## src/rtl/axis_downsizer.sv

```systemverilog
// AXI-Stream width downsizer: takes one wide slave beat of DATA_RATIO lanes
// and replays its kept lanes, lane 0 first, as narrow master beats.
module axis_downsizer #(
    parameter int DATA_WIDTH   = 8,
    parameter int DATA_RATIO   = 8,
    parameter int S_DATA_WIDTH = DATA_RATIO * DATA_WIDTH,
    parameter int M_DATA_WIDTH = DATA_WIDTH
) (
    input  logic                    aclk,
    input  logic                    areset,
    input  logic [S_DATA_WIDTH-1:0] s_axis_tdata,
    input  logic [DATA_RATIO-1:0]   s_axis_tkeep,
    input  logic                    s_axis_tvalid,
    input  logic                    s_axis_tlast,
    output logic                    s_axis_tready,
    output logic [M_DATA_WIDTH-1:0] m_axis_tdata,
    output logic                    m_axis_tvalid,
    output logic                    m_axis_tlast,
    input  logic                    m_axis_tready
);

    localparam int IDX_W = ($clog2(DATA_RATIO) > 0) ? $clog2(DATA_RATIO) : 1;

    typedef enum logic {
        EMPTY,
        HOLD
    } state_t;

    state_t                  state;
    state_t                  state_next;

    logic [S_DATA_WIDTH-1:0] hold_data;
    logic                    hold_last;
    logic [IDX_W-1:0]        last_idx;   // N-1 of the held word
    logic [IDX_W-1:0]        idx;
    logic [IDX_W-1:0]        keep_last;  // N-1 derived from the incoming tkeep
    logic                    keep_run;

    logic                    last_lane;
    logic                    capture;
    logic                    m_fire;
    logic                    drain;

    assign last_lane = (idx == last_idx);
    assign capture   = s_axis_tvalid && s_axis_tready;
    assign m_fire    = m_axis_tvalid && m_axis_tready;
    assign drain     = m_fire && last_lane;

    // Lane count: highest index reached by the unbroken run of ones from lane 0
    // (lane 0 is always emitted, so an all-zero keep still yields one lane).
    always_comb begin
        keep_last = '0;
        keep_run  = 1'b1;
        for (int unsigned i = 0; i < DATA_RATIO; i++) begin
            keep_run = keep_run & s_axis_tkeep[i];
            if (keep_run) begin
                keep_last = IDX_W'(i);
            end
        end
    end

    // State register.
    always_ff @(posedge aclk) begin
        if (areset) begin
            state <= EMPTY;
        end else begin
            state <= state_next;
        end
    end

    // Next-state: a capture always leaves us holding; a drain only empties when
    // no new word arrives in the same cycle.
    always_comb begin
        state_next = state;
        case (state)
            EMPTY:   if (capture) state_next = HOLD;
            HOLD:    if (drain && !capture) state_next = EMPTY;
            default: state_next = EMPTY;
        endcase
    end

    // Handshake outputs, forced low while reset is asserted.
    always_comb begin
        s_axis_tready = 1'b0;
        m_axis_tvalid = 1'b0;
        m_axis_tlast  = 1'b0;
        if (!areset) begin
            case (state)
                EMPTY: begin
                    s_axis_tready = 1'b1;
                end
                HOLD: begin
                    m_axis_tvalid = 1'b1;
                    m_axis_tlast  = hold_last && last_lane;
                    s_axis_tready = m_axis_tready && last_lane;
                end
                default: begin
                    s_axis_tready = 1'b0;
                end
            endcase
        end
    end

    // Holding register and lane index; the data word itself needs no reset.
    always_ff @(posedge aclk) begin
        if (areset) begin
            hold_last <= 1'b0;
            last_idx  <= '0;
            idx       <= '0;
        end else if (capture) begin
            hold_data <= s_axis_tdata;
            hold_last <= s_axis_tlast;
            last_idx  <= keep_last;
            idx       <= '0;
        end else if (m_fire) begin
            idx <= last_lane ? '0 : idx + IDX_W'(1);
        end
    end

    // Present the current lane of the held word.
    always_comb begin
        m_axis_tdata = M_DATA_WIDTH'(hold_data[idx*DATA_WIDTH +: DATA_WIDTH]);
    end

endmodule

```

## config.mk

```make
export PLATFORM = sky130hd
export DESIGN_NAME = axis_downsizer
export DESIGN_NICKNAME = d
export VERILOG_FILES = /design/src/rtl/axis_downsizer.sv
export SDC_FILE = /design/constraint.sdc
export NUM_CORES = 1
export LEC_CHECK = 0
export BUFFER_PORTS_ARGS = -buffer_cell sky130_fd_sc_hd__buf_2
export CAP_MARGIN = 5
export CORE_ASPECT_RATIO = 1.1
export CORE_MARGIN = 2
export CORE_UTILIZATION = 40
export CTS_CLUSTER_DIAMETER = 100
export CTS_CLUSTER_SIZE = 16
export DETAILED_ROUTE_END_ITERATION = 8
export SYNTH_ARGS = -nofsm -noshare
export SYNTH_HDL_FRONTEND = slang
export SYNTH_SLANG_ARGS = --single-unit
```

## constraint.sdc

```tcl
create_clock -name aclk -period 4.5 [get_ports aclk]
set_input_delay 1.125 -clock aclk [delete_from_list [all_inputs] [get_ports aclk]]
set_output_delay 1.125 -clock aclk [all_outputs]
set_load 0.05 [all_outputs]
```

==> impl_metrics.py <==
metrics = {
    "logic_synthesis": {
        "syn_area_um2": 2980,
        "synthArstFlopShare_pct": 0,
        "synth_edf_count": 64,
        "mappedNetlistNets": 226,
        "ys_ff_latch": 72,
        "syn_avg_cell_area_um2": 20.1,
        "synthFlopType": "edfxtp_1",
        "syn_inst": 148,
        "yosysSeqAreaShare_pct": 69.9,
        "yosys-top-cells-area": "edfxtp_1 (64%), mux4_2 (6.8%), mux4_1 (6.2%)",
        "synth_top_area_share_pct": 64.5,
        "yosys.area.top_type": "edfxtp_1",
        "yosysWarnings": 0,
        "yosysUniqueCellTypes": 29,
    },
    "cells_and_area": {
        "nets": 322,
        "nFillCells": 662,
        "layout_commonest_cell": "buf_2",
        "multi_input_area_um2": 848,
        "seqCellArea_um2": 2080,
        "area_growth_pct": 25.1,
        "final_core_util_pct": 50.7,
        "antenna_cells": 0,
        "final_cell_mix": "buf_2 (87), edfxtp_1 (64), mux4_2 (9), clkbuf_8 (9)",
        "drive_gt1_share_pct": 52.6,
    },
    "drt": {
        "dr.pass1.iters": 4,
        "drt-vias-per-instance": 4.89,
        "drc": 0,
        "vias": 1642,
        "initialDrtViolationCount": 61,
        "wl_um": 5080,
        "routedWlPerCell_um": 15.1,
        "ant_nets": 0,
    },
    "critical_path": {
        "crit_family": "multiplexers",
        "r2r.worst_path.cells": 4,
        "critPathMaxFanout": 13,
        "start_kind": "flip-flop",
        "arrival_ps": 2350,
        "critPathMaxStageDelay_ps": 740,
        "worstReg2RegEnd": "hold_data[11]",
        "slowest_stage": "dfxtp_1",
        "reg2reg_from": "idx[2]",
        "crit_path_end_kind": "output pin",
        "path_class": "reg -> out",
        "r2r_setup_slack_ps": 1770,
        "path_buf_inv": 2,
        "worstPathCellList": "buf_12 > mux4_1 > mux2_2 > buf_2",
        "worstPathRequired_ps": 3380,
    },
    "global_routing": {
        "grt_pass1_vias": 1694,
        "grt_usage_pct": 13.8,
        "grt_max_degree": 37,
        "antenna_found_initial": 0,
        "grt_pass1_wl_um": 8240,
        "grt.overflow.total": 0,
    },
    "clocking": {
        "clkSinkCount": 72,
        "clk_pin_slew_ps": 70,
        "clk_latency_ps": 330,
        "h-tree-depth": 3,
        "cts_buffers": 9,
        "cts_tree": "yes",
        "cts_hold_buf": 0,
        "cts_resized": 0,
        "cts_root_buf": "clkbuf_8",
        "cts_setup_buffers": 0,
        "clk_path_buf_depth": 2,
    },
    "placement": {
        "portBuffers": 87,
        "place_hpwl_um": 3490,
        "gp_congestion": 0.707,
    },
    "worst_hold_path": {
        "hold_class": "reg -> reg",
        "hold_depth": 2,
        "hold_path.startpoint": "hold_last",
        "hold_end": "hold_last",
    },
    "floorplan": {
        "initial_core_util_pct": 40.6,
        "die_area_um2": 8160,
        "num_rows": 33,
        "coreArea_um2": 7350,
        "io_pins": 88,
        "die_x_um": 86.3,
        "die_y_um": 94.5,
    },
    "sta": {
        "skew_ps": 9.42,
        "finalHoldViolations": 0,
        "rsz0062_at_grt": "false",
        "clock.fmax_mhz": 288,
        "setup_tns_ps": 0,
        "setup_violations": 0,
        "period_share_pct": 77.2,
        "slew-limit-headroom_pct": 34.4,
        "max_slew.worst_pin.slew_ps": 982,
        "slew_viol_final": 0,
        "layout_min_cycle_time_ps": 3470,
    },
    "power": {
        "p_leak_nw": 1.39,
        "ir_worst_vdd_uv": 283,
        "power.density_nw_per_um2": 360,
    },
    "run": {
        "maxCapViolCount": 0,
    },
    "outcome": {
        "status": "complete, no violations",
    },
}
cell families after synthesis:
family | Yosys count | synth area share, %
flops | 72 | 69.9
compound gates | 8 | 2.56
fa+ha+maj | 1 | 0.420
buf+inv | 9 | 1.68
xor+xnor | 3 | 2.39
mux | 28 | 18.0
simple gates | 27 | 5.08
report_power, final:
part / internal (mW) / leakage (nW) / switching (mW)
logic: 0.0461 / 0.631 / 0.0515
registers: 0.760 / 0.662 / 0.00649
clock network: 0.253 / 0.0937 / 0.225
total: 1.06 / 1.39 / 0.283
cell usage after synthesis, drive strengths merged (2+ instances only):
cell type and count:
nor2b 5, a211oi 2, buf 3, clkbuf 3, xnor2 3, nand2 8, mux4 16, dfxtp 8
inv 3, nand3 2, nand3b 2, nor2 6, mux2 12, edfxtp 64
area by class of cell:
| type | count | share of cell area, % |
|---|---|---|
| Clock buffer | 10 | 3.42 |
| Clock inverter | 6 | 1.61 |
| Inverter | 3 | 0.302 |
| Multi-Input combinational cell | 67 | 22.8 |
| Sequential cell | 72 | 55.8 |
| Tap cell | 87 | 2.92 |
| Timing Repair Buffer | 91 | 13.2 |
flip-flops by register name, summed over array words and instances (netlist names):
name,count
hold_data,64
state,1
hold_last,1
last_idx,3
idx,3
stage by stage:
stage / worst slack (ps) / std cells / hold slack, ps / instance area, um2 / power (mW)
after detailed placement: 1350 / 320 / 622 / 3540 / 0.881
after global placement: 1370 / 320 / 600 / 3540 / 0.879
final: 1030 / 336 / 630 / 3730 / 1.34
after CTS: 968 / 336 / 635 / 3730 / 1.36
after floorplan: 718 / 148 / 576 / 2980 / 0.831
after global routing: 875 / 336 / 651 / 3730 / 1.40
metal layers:
metal	vias to the layer above	global-route usage, %	wire [um]
met5	-	0	0
met4	0	4.69	56
met3	6	5.33	318
met2	57	21.6	2390
met1	789	17.8	2320
li1	790	-	-
worst max-delay path by stage:
| stage | startpoint | end | slack, ps | depth (start not counted) |
|---|---|---|---|---|
| 2_1_floorplan | areset | m_axis_tlast | 720 | 3 |
| 3_3_place_gp | idx[0] | m_axis_tdata[3] | 1370 | 4 |
| 3_5_place_dp | idx[0] | m_axis_tdata[3] | 1350 | 4 |
| 4_1_cts | idx[0] | m_axis_tdata[3] | 970 | 4 |
| 5_1_grt | idx[0] | m_axis_tdata[3] | 880 | 4 |
| 6_report | idx[0] | m_axis_tdata[3] | 1030 | 4 |
tightest hold or removal path, delay by kind of cell, from the launching register on:
family,cells,cell delay [ps]
AND/OR/NAND/NOR,1,130
multiplexers,1,150
flip-flops,1,320
Note: power is estimated with default switching activity, not from simulation.
